### config.mk
export PLATFORM = sky130hd
export DESIGN_NAME = mem_arbiter
export DESIGN_NICKNAME = d
export VERILOG_FILES = /design/src/rtl/mem_arbiter.sv
export SDC_FILE = /design/constraint.sdc
export NUM_CORES = 1
export LEC_CHECK = 0
export BUFFER_PORTS_ARGS = -buffer_cell sky130_fd_sc_hd__clkbuf_2
export CORE_AREA = 2 2 238 240
export CTS_CLUSTER_DIAMETER = 60
export DETAILED_ROUTE_END_ITERATION = 10
export DIE_AREA = 0 0 240 242
export SLEW_MARGIN = 0
export SYNTH_ARGS = -nofsm -noshare
export SYNTH_HDL_FRONTEND = slang
export SYNTH_SLANG_ARGS = --single-unit
### constraint.sdc
create_clock -name clk -period 3.8 [get_ports clk]
set_input_delay 0.38 -clock clk [delete_from_list [all_inputs] [get_ports clk]]
set_output_delay 0.38 -clock clk [all_outputs]
set_load 0.05 [all_outputs]
### src/rtl/mem_arbiter.sv
// -----------------------------------------------------------------------------
// mem_arbiter
//
// Shares one main-memory port between the instruction cache (read-only) and
// the data cache (read/write). One access is in flight at a time. A granted
// access waits a fixed LATENCY clock edges, then completes with a one-cycle
// response. When both caches ask at once, the one that was not served last
// wins. The loser keeps its request up and is served next.
//
// Main memory has a combinational read (mem_rdata_i follows mem_addr_o) and a
// synchronous write (commits on the edge that ends the mem_we_o pulse).
//
// Ports
//   clk          clock
//   reset        synchronous, active-high reset
//   ic_req_i     icache read request, level, held until ic_ready_o
//   ic_addr_i    icache line address
//   dc_req_i     dcache request, level, held until dc_ready_o / dc_wack_o
//   dc_we_i      dcache request is a write
//   dc_addr_i    dcache line address
//   dc_wdata_i   dcache write line
//   rdata_o      returned line, valid while ic_ready_o or dc_ready_o is high
//   ic_ready_o   one-cycle pulse, icache read complete
//   dc_ready_o   one-cycle pulse, dcache read complete
//   dc_wack_o    one-cycle pulse, dcache write committed
//   busy_o       high while an access is in WAIT or RESP
//   mem_addr_o   registered main-memory address
//   mem_wdata_o  registered main-memory write line
//   mem_we_o     main-memory write enable, one-cycle pulse
//   mem_rdata_i  main-memory combinational read data
//
// LATENCY must lie in 1..15 (the wait counter is 4 bits wide).
// -----------------------------------------------------------------------------
module mem_arbiter #(
    parameter int ADDR_W  = 32,
    parameter int LINE_W  = 128,
    parameter int LATENCY = 5
) (
    input  logic              clk,
    input  logic              reset,
    input  logic              ic_req_i,
    input  logic [ADDR_W-1:0] ic_addr_i,
    input  logic              dc_req_i,
    input  logic              dc_we_i,
    input  logic [ADDR_W-1:0] dc_addr_i,
    input  logic [LINE_W-1:0] dc_wdata_i,
    output logic [LINE_W-1:0] rdata_o,
    output logic              ic_ready_o,
    output logic              dc_ready_o,
    output logic              dc_wack_o,
    output logic              busy_o,
    output logic [ADDR_W-1:0] mem_addr_o,
    output logic [LINE_W-1:0] mem_wdata_o,
    output logic              mem_we_o,
    input  logic [LINE_W-1:0] mem_rdata_i
);

    localparam int CNT_W = 4;

    typedef enum logic [1:0] {
        S_IDLE,
        S_WAIT,
        S_RESP
    } state_t;

    typedef enum logic {
        ICACHE = 1'b0,
        DCACHE = 1'b1
    } req_id_t;

    state_t      state_q,      state_d;
    req_id_t     last_grant_q, last_grant_d;
    req_id_t     gnt_id_q,     gnt_id_d;
    logic        gnt_we_q,     gnt_we_d;
    logic [CNT_W-1:0] cnt_q,   cnt_d;

    logic [LINE_W-1:0] rdata_q,     rdata_d;
    logic [ADDR_W-1:0] mem_addr_q,  mem_addr_d;
    logic [LINE_W-1:0] mem_wdata_q, mem_wdata_d;
    logic              ic_ready_q,  ic_ready_d;
    logic              dc_ready_q,  dc_ready_d;
    logic              dc_wack_q,   dc_wack_d;
    logic              mem_we_q,    mem_we_d;
    logic              busy_q,      busy_d;

    logic              pick_dc;

    // -------------------------------------------------------------------------
    // Next-state and output decode
    // -------------------------------------------------------------------------
    always_comb begin
        // NOTE: every variable gets a default before the case statement so no
        // path leaves one unassigned; that is what keeps this block latch-free.
        state_d      = state_q;
        last_grant_d = last_grant_q;
        gnt_id_d     = gnt_id_q;
        gnt_we_d     = gnt_we_q;
        cnt_d        = cnt_q;
        rdata_d      = rdata_q;
        mem_addr_d   = mem_addr_q;
        mem_wdata_d  = mem_wdata_q;
        ic_ready_d   = 1'b0;
        dc_ready_d   = 1'b0;
        dc_wack_d    = 1'b0;
        mem_we_d     = 1'b0;
        pick_dc      = 1'b0;

        unique case (state_q)
            S_IDLE: begin
                if (ic_req_i || dc_req_i) begin
                    // A lone requester always wins; on a tie the dcache wins
                    // only if the icache was served last.
                    pick_dc      = dc_req_i && (!ic_req_i || last_grant_q == ICACHE);
                    gnt_id_d     = pick_dc ? DCACHE : ICACHE;
                    last_grant_d = pick_dc ? DCACHE : ICACHE;
                    gnt_we_d     = pick_dc && dc_we_i;
                    mem_addr_d   = pick_dc ? dc_addr_i : ic_addr_i;
                    // Only the dcache supplies write data; an icache grant
                    // leaves the previous write line in place.
                    if (pick_dc) begin
                        mem_wdata_d = dc_wdata_i;
                    end
                    cnt_d   = CNT_W'(LATENCY - 1);
                    state_d = S_WAIT;
                end
            end

            S_WAIT: begin
                if (cnt_q != '0) begin
                    cnt_d = cnt_q - 1'b1;
                end else begin
                    state_d = S_RESP;
                    // Pulses are registered, so they are raised here and are
                    // visible for exactly the RESP cycle.
                    if (gnt_we_q) begin
                        dc_wack_d = 1'b1;
                        mem_we_d  = 1'b1;
                    end else begin
                        rdata_d = mem_rdata_i;
                        if (gnt_id_q == DCACHE) begin
                            dc_ready_d = 1'b1;
                        end else begin
                            ic_ready_d = 1'b1;
                        end
                    end
                end
            end

            S_RESP: begin
                // No acceptance here: a request seen on this edge is only
                // considered on the following one, from IDLE.
                state_d = S_IDLE;
            end

            default: begin
                state_d = S_IDLE;
            end
        endcase

        busy_d = (state_d != S_IDLE);
    end

    // -------------------------------------------------------------------------
    // State registers
    // -------------------------------------------------------------------------
    always_ff @(posedge clk) begin
        // NOTE: registers take non-blocking assignments so every flop samples
        // the pre-edge values regardless of statement order.
        if (reset) begin
            state_q      <= S_IDLE;
            last_grant_q <= ICACHE;
            gnt_id_q     <= ICACHE;
            gnt_we_q     <= 1'b0;
            cnt_q        <= '0;
            rdata_q      <= '0;
            mem_addr_q   <= '0;
            mem_wdata_q  <= '0;
            ic_ready_q   <= 1'b0;
            dc_ready_q   <= 1'b0;
            dc_wack_q    <= 1'b0;
            mem_we_q     <= 1'b0;
            busy_q       <= 1'b0;
        end else begin
            state_q      <= state_d;
            last_grant_q <= last_grant_d;
            gnt_id_q     <= gnt_id_d;
            gnt_we_q     <= gnt_we_d;
            cnt_q        <= cnt_d;
            rdata_q      <= rdata_d;
            mem_addr_q   <= mem_addr_d;
            mem_wdata_q  <= mem_wdata_d;
            ic_ready_q   <= ic_ready_d;
            dc_ready_q   <= dc_ready_d;
            dc_wack_q    <= dc_wack_d;
            mem_we_q     <= mem_we_d;
            busy_q       <= busy_d;
        end
    end

    assign rdata_o     = rdata_q;
    assign ic_ready_o  = ic_ready_q;
    assign dc_ready_o  = dc_ready_q;
    assign dc_wack_o   = dc_wack_q;
    assign busy_o      = busy_q;
    assign mem_addr_o  = mem_addr_q;
    assign mem_wdata_o = mem_wdata_q;
    assign mem_we_o    = mem_we_q;

endmodule

==> run metrics, run 1 <==
number of H-tree levels=2; largest cells by area after synthesis=sky130_fd_sc_hd__dfxtp_1 52%, sky130_fd_sc_hd__a21oi_1 11%, sky130_fd_sc_hd__nand3_1 11%; vias=12.2k; crit path max-delay cell type=sky130_fd_sc_hd__or3_2; final routed wirelength across all metal layers=42500 µm; status=finished, final reports clean; CP Buf/Inv Count=0; register bit count reported by yosys=300; worst reg2reg endpoint=mem_addr_o[23]$_SDFFE_PP0P_; Crit Path Class=reg -> reg; Worst-path clk slew=0.06 ns; origin of the worst min-delay path=dc_wdata_i[39]; post-synthesis net count=1657; classification of the worst-slack hold path=in -> reg; Gate Count Post-Synth=1331; cell chosen for the clock root=sky130_fd_sc_hd__clkbuf_16; GR Util All Layers=13.6%; setup TNS after final layout=0 ns; largest net degree at the start of global routing=133; clk_skew=0.0148 ns; horizontal die dimension=240 µm; transition at the pin with the smallest max-transition slack=0.969 ns; start of the worst register-to-register path=state_q[0]$_SDFF_PP0_; shortest clock period the worst path allows after layout=2.13 ns; worst slew margin relative to its limit=35.4%; arrival time at the worst endpoint=2.57 ns; summed area of non-filler cells in the final layout=16400 µm²; P&R area growth vs syn=42.1%; final cell count without fillers=2626; clock tree from TritonCTS=done; detailed-route wire length per cell=16.2 µm; final weighted congestion in routability-driven placement=0.920; I/O pin total=618; total count of max-transition violations in the final report=0; number of failing hold endpoints at the final stage=0; unrepaired setup endpoints after global routing=no; share of the synthesized area in the top cell type=52.0%; post-synthesis cell type with the largest combined area=sky130_fd_sc_hd__dfxtp_1; area of the placeable core=55700 µm²; Static Leakage=0.00701 µW; largest stage delay on the critical path=0.93 ns; iteration count of the initial detailed-routing pass=5; residual antenna-violating net count after detailed routing=0; maximum clock frequency=470 MHz; Layout Utilization=29.4%; most repeated cell in the gate-level netlist after synthesis=sky130_fd_sc_hd__dfxtp_1; total grt overflow=0; element type at the critical path start=flip-flop; via density per instance=4.64; Worst Hold Depth=3; count of yosys warnings during synthesis=0; count of cells along the worst register-to-register path=3; sequential fraction of the synthesis area=52.0%; peak ir drop on the vdd network=0.324 mV; kind of cell adding the most delay to the critical path=simple AND/OR/NAND/NOR gates; Mapped Area=11500 µm²; total cell area at the placement stage=15200 µm²; buffer count from post-CTS setup fixing=0; data required time of the critical path=4.24 ns; endpoint of the worst hold-timing path=mem_wdata_o[39]$_SDFFE_PP0P_; post-route DRC violation count=0; Final setup violation count=0; global-route wire length before repair=64100 µm; max-capacitance violation count=0; sequence of cells on the critical path=or2_4, or3_2, o2bb2ai_2; Starting DRT DRC Count=759; Port-buffer cells=617; kind of capture point of the worst setup path=flip-flop; number of distinct library cells after synthesis=35; n_diodes=0; cts repair resizes=0; fraction of layout cells with a size suffix above 1=38.8%; number of nets in the finished design=2171; maximum fanout count along the critical path=44; leading post-synthesis cells by instance count=300 x sky130_fd_sc_hd__dfxtp_1, 263 x sky130_fd_sc_hd__a21oi_1, 258 x sky130_fd_sc_hd__nand3_1, 258 x sky130_fd_sc_hd__o21ai_0, 137 x sky130_fd_sc_hd__clkbuf_1; total power per unit cell area=592 nW/µm²; number of rows created at floorplan=87; antenna violations before repair=0; Register-to-Register Setup Slack=1.67 ns; worst hold slack=0.0782 ns; Max Buffers Root-to-Sink=3; count of flip-flops with a built-in enable after synthesis=0; starting density of the core=20.7%; clock latency on the worst-skew pair=0.53 ns; fraction of the cycle the final worst path needs=56.0%; Post-CTS Hold Buffers=0; proportion of register bits with asynchronous set or reset after synthesis=0%; number of buffers added by the clock tree synthesis step=36; average size of a mapped cell=8.67 µm²; number of global-route vias before repair=11.8k; area enclosed by the die boundary=58100 µm²; Die Y-Extent=242 µm; most used flip-flop cell after synthesis=sky130_fd_sc_hd__dfxtp_1; DP Wirelength=29100 µm; clk sinks=300; instance count after placement with tap cells included=2563
[state kept, by name, summed over array words and instances (netlist names)]
register and cells:
cnt_q 4, dc_ready_o 1, gnt_id_q 1, state_q 2, mem_wdata_o 128, gnt_we_q 1
mem_we_o 1, busy_o 1, rdata_o 128, ic_ready_o 1, mem_addr_o 32
[worst max-delay path by stage]
stage,depth (start not counted),slack (ns),to,start
after floorplan,6,2.07,dc_ready_o$_SDFF_PP0_,cnt_q[0]$_SDFFE_PP0P_
after global placement,5,1.66,mem_addr_o[29]$_SDFFE_PP0P_,ic_req_i
after detailed placement,5,1.63,mem_addr_o[30]$_SDFFE_PP0P_,ic_req_i
after CTS,3,1.68,mem_addr_o[23]$_SDFFE_PP0P_,state_q[0]$_SDFF_PP0_
after global routing,3,1.51,mem_addr_o[31]$_SDFFE_PP0P_,state_q[0]$_SDFF_PP0_
final,3,1.67,mem_addr_o[23]$_SDFFE_PP0P_,state_q[0]$_SDFF_PP0_
[through the flow]
stage / setup slack, ns / total power [µW]
after floorplan: 2.07 / 5530
after global placement: 1.66 / 6290
after detailed placement: 1.63 / 6330
after CTS: 1.68 / 9840
after global routing: 1.51 / 10200
final: 1.67 / 9710
[worst min-delay path, delay by kind of cell]
| kind | cells | cell delay [ns] |
|---|---|---|
| AOI/OAI and AO/OA | 1 | 0.05 |
| and+or+nand+nor | 1 | 0.05 |
| buffers and inverters | 1 | 0.08 |
[per-layer routing]
metal | track usage [%] | routed length (µm) | up-vias
met1 | 15.1 | 15900 | 5712
li1 | - | - | 5827
met5 | 0 | 0 | -
met2 | 24.2 | 21300 | 561
met4 | 5.08 | 1310 | 0
met3 | 4.41 | 4010 | 72
[cells in the final DEF (no fill, tap or decap), types with 3 or more instances in the layout]
| cell | Yosys | layout |
|---|---|---|
| sky130_fd_sc_hd__a21oi_1 | 263 | 262 |
| sky130_fd_sc_hd__buf_12 | 0 | 8 |
| sky130_fd_sc_hd__buf_4 | 1 | 4 |
| sky130_fd_sc_hd__clkbuf_1 | 137 | 7 |
| sky130_fd_sc_hd__clkbuf_16 | 0 | 37 |
| sky130_fd_sc_hd__clkbuf_2 | 0 | 616 |
| sky130_fd_sc_hd__clkbuf_8 | 0 | 10 |
| sky130_fd_sc_hd__clkinv_2 | 0 | 5 |
| sky130_fd_sc_hd__dfxtp_1 | 300 | 300 |
| sky130_fd_sc_hd__inv_1 | 4 | 4 |
| sky130_fd_sc_hd__mux2i_1 | 32 | 32 |
| sky130_fd_sc_hd__nand2_1 | 3 | 3 |
| sky130_fd_sc_hd__nand3_1 | 258 | 258 |
| sky130_fd_sc_hd__o21ai_0 | 258 | 258 |
| sky130_fd_sc_hd__o2bb2ai_2 | 30 | 30 |
| sky130_fd_sc_hd__or3_1 | 4 | 3 |
[cell type report]
type | count | area [µm²]
Fill cell | 5944 | 39300
Clock inverter | 10 | 114
Sequential cell | 300 | 6010
Clock buffer | 53 | 1080
Timing Repair Buffer | 629 | 3290
Tap cell | 756 | 946
Inverter | 4 | 15.0
Multi-Input combinational cell | 874 | 4960
[cells by family after synthesis]
logic type | Yosys count | synth area share (%)
AOI/OAI and AO/OA | 561 | 27.2
DFF | 300 | 52.0
and+or+nand+nor | 280 | 12.4
buffers and inverters | 157 | 5.52
muxes | 32 | 2.78
adders and majority gates | 1 | 0.108
[power breakdown]
part           leakage [µW]  switching [µW]  internal [µW]
sequential          0.00245             165           3430
combinational       0.00396            2020            627
clock              0.000592            1360           2100
total               0.00701            3550           6160
Note: power is estimated with default switching activity, not from simulation.
==> inputs of run 2 (changes only) <==
--- a/config.mk
+++ b/config.mk
@@ -6,10 +6,10 @@
 export NUM_CORES = 1
 export LEC_CHECK = 0
 export BUFFER_PORTS_ARGS = -buffer_cell sky130_fd_sc_hd__clkbuf_2
-export CORE_AREA = 2 2 238 240
+export CORE_AREA = 2 2 243 245
 export CTS_CLUSTER_DIAMETER = 60
 export DETAILED_ROUTE_END_ITERATION = 10
-export DIE_AREA = 0 0 240 242
+export DIE_AREA = 0 0 245 247
 export SLEW_MARGIN = 0
 export SYNTH_ARGS = -nofsm -noshare
 export SYNTH_HDL_FRONTEND = slang
==> constraint.sdc (replaced) <==
create_clock -name clk -period 1.9 [get_ports clk]
set_input_delay 0.19 -clock clk [delete_from_list [all_inputs] [get_ports clk]]
set_output_delay 0.19 -clock clk [all_outputs]
set_load 0.05 [all_outputs]
==> run 2 against run 1 <==
  * Combinational power grew 140%
  * Clock-buffer cell count shrank 2
  * Sequential share of layout area shrank 6.9 points
  * Via count grew 13%
  * Power grew 110%
  * Critical endpoint is now rdata_o[39]$_SDFFE_PP0P_
  * Largest power group unchanged
==> run metrics, run 2 (synthesis gave the netlist of run 1 again) <==
I/O pin total=618 (unchanged); kind of capture point of the worst setup path=flip-flop; area of the placeable core=58200 µm² (+4.5%); clk_skew=0.0113 ns (-0.00350 ns); transition at the pin with the smallest max-transition slack=0.406 ns (-0.563 ns); P&R area growth vs syn=75.2%; total power per unit cell area=1020 nW/µm² (+72%); detailed-route wire length per cell=16.0 µm (-1.1%); Worst Hold Depth=3 (unchanged); Port-buffer cells=617 (unchanged); peak ir drop on the vdd network=0.675 mV (+110%); Final setup violation count=0 (unchanged); number of nets in the finished design=2543 (+17%); GR Util All Layers=15.0% (+1.3 points); uppermost signal routing layer after detailed routing=met5; worst reg2reg endpoint=rdata_o[39]$_SDFFE_PP0P_; via density per instance=4.56 (-1.6%); number of rows created at floorplan=89 (+2.3%); number of H-tree levels=2 (unchanged); timing endpoint of the critical path=rdata_o[39]$_SDFFE_PP0P_; detailed-routed wire length on met3=4020 µm (about the same); Static Leakage=0.00866 µW (+24%); clock latency on the worst-skew pair=0.52 ns (about the same); horizontal die dimension=245 µm (+2.1%); met2 wire len=23500 µm (+10%); clock tree from TritonCTS=done; buffer count from post-CTS setup fixing=0 (unchanged); total count of max-transition violations in the final report=0 (unchanged); start of the worst register-to-register path=cnt_q[0]$_SDFFE_PP0P_; DP Wirelength=31200 µm (+7.3%); metal1 wirelength=18700 µm (+18%); final routed wirelength across all metal layers=48200 µm (+13%); data required time of the critical path=2.31 ns (-1.93 ns); antenna violations before repair=1 (+1); starting density of the core=19.8% (-0.89 points); residual antenna-violating net count after detailed routing=0 (unchanged); unrepaired setup endpoints after global routing=no; maximum clock frequency=548 MHz (+17%); Starting DRT DRC Count=632 (-17%); setup TNS after final layout=0 ns (unchanged); element type at the critical path start=flip-flop; shortest clock period the worst path allows after layout=1.82 ns (-0.304 ns); number of buffers added by the clock tree synthesis step=37 (+2.8%); total grt overflow=0 (unchanged); worst setup path startpoint=cnt_q[0]$_SDFFE_PP0P_; vias=13.7k (+13%); final weighted congestion in routability-driven placement=0.805 (-12%); largest stage delay on the critical path=0.45 ns (-0.48 ns); maximum fanout count along the critical path=83 (+89%); Worst-path clk slew=0.06 ns (about the same); leading cell type in the layout, fill and taps excluded=sky130_fd_sc_hd__clkbuf_2; iteration count of the initial detailed-routing pass=5 (unchanged); leading cell types in the layout, fill and taps excluded=616 x sky130_fd_sc_hd__clkbuf_2, 319 x sky130_fd_sc_hd__dlygate4sd3_1, 300 x sky130_fd_sc_hd__dfxtp_1; largest net degree at the start of global routing=84 (-37%); sequence of cells on the critical path=inv_1, ha_1, or3b_4, buf_12, o21ai_0, a21oi_1; post-route DRC violation count=0 (unchanged); area enclosed by the die boundary=60500 µm² (+4.2%); final cell count without fillers=3012 (+15%); Max Buffers Root-to-Sink=3 (unchanged); number of failing hold endpoints at the final stage=0 (unchanged); global-route wire length before repair=73200 µm (+14%); status=finished, final reports clean; kind of cell adding the most delay to the critical path=simple AND/OR/NAND/NOR gates; classification of the worst-slack hold path=in -> reg; logic depth of the worst path, buffers included=6 (+3); crit path max-delay cell type=sky130_fd_sc_hd__or3b_4; max-capacitance violation count=0 (unchanged); clk sinks=300 (unchanged); instance count after placement with tap cells included=2632 (+2.7%); Register-to-Register Setup Slack=0.08 ns (-1.60 ns); arrival time at the worst endpoint=2.23 ns (-0.34 ns); worst slew margin relative to its limit=72.2% (+37 points); number of global-route vias before repair=13.8k (+17%); Die Y-Extent=247 µm (+2.1%); cell chosen for the clock root=sky130_fd_sc_hd__clkbuf_16; fraction of the cycle the final worst path needs=96.0% (+40 points); Crit Path Class=reg -> reg; count of cells along the worst register-to-register path=6 (+3); origin of the worst min-delay path=dc_we_i; CP Buf/Inv Count=2 (+2); fraction of layout cells with a size suffix above 1=34.6% (-4.2 points)
run 2: cell types whose count changed in the layout (fill, tap and decap cells not counted), moves of 2 or more:
cell,delta
sky130_fd_sc_hd__buf_12,+17
sky130_fd_sc_hd__buf_4,+35
sky130_fd_sc_hd__o21ai_1,+4
sky130_fd_sc_hd__o21ai_0,-4
sky130_fd_sc_hd__bufinv_16,+2
sky130_fd_sc_hd__dlygate4sd3_1,+319
sky130_fd_sc_hd__clkinv_2,-2
sky130_fd_sc_hd__clkbuf_8,-3
run 2: metrics by stage:
step,hold slack (ns),setup slack [ns],power (µW),instance area [µm²],util [%]
floorplan,0.338,0.166,11100,11500,-
global placement,0.427,0.105,13100,15800,27.2
detailed placement,0.432,0.0577,13100,15800,27.2
CTS,0.00212,0.0380,20700,20200,34.7
global route,0.0401,0.00347,21500,20200,34.7
finish,0.0510,0.0759,20600,20200,34.7
run 2: worst min path at each step:
stage | end | slack [ns]
after floorplan | mem_wdata_o[0]$_SDFFE_PP0P_ | 0.34
after global placement | mem_wdata_o[5]$_SDFFE_PP0P_ | 0.43
after detailed placement | mem_wdata_o[25]$_SDFFE_PP0P_ | 0.43
after CTS | mem_addr_o[25]$_SDFFE_PP0P_ | 0.002
after global routing | mem_addr_o[25]$_SDFFE_PP0P_ | 0.04
final | gnt_we_q$_SDFFE_PP0P_ | 0.05
run 2: worst register-to-register path, delay by kind of cell (launching register included):
| kind | cells | cell delay, ns |
|---|---|---|
| AOI/OAI and AO/OA | 2 | 0.46 |
| adders and majority gates | 1 | 0.21 |
| buffers and inverters | 2 | 0.28 |
| DFF | 1 | 0.31 |
| and+or+nand+nor | 1 | 0.45 |
run 2: repair_timing:
| item | 4_1_cts | 5_1_grt |
|---|---|---|
| resized for setup | 0 | 5 |
| endpoints found under the hold margin | 292 | 1 |
| endpoints found under the setup margin | 0 | 5 |
| hold buffers | 318 | 1 |
run 2: cell type report:
type / count / area [µm²]
multi-input combinational: 874 / 4960
tap: 773 / 967
antenna: 1 / 2.50
clock inverter: 9 / 153
clock buffer: 51 / 1040
sequential: 300 / 6010
inverter: 4 / 15.0
timing repair buffer: 1000 / 7080
fill: 5766 / 38000
run 2: per-layer routing:
metal | up-vias | global-route usage (%)
met5 | - | 0
met4 | 2 | 7.26
met3 | 129 | 4.75
met2 | 614 | 26.1
met1 | 6417 | 16.4
li1 | 6582 | -
run 2: power by group:
part	internal, µW	switching [µW]
registers	6870	318
logic	2010	4320
clock network	4340	2700
total	13200	7340
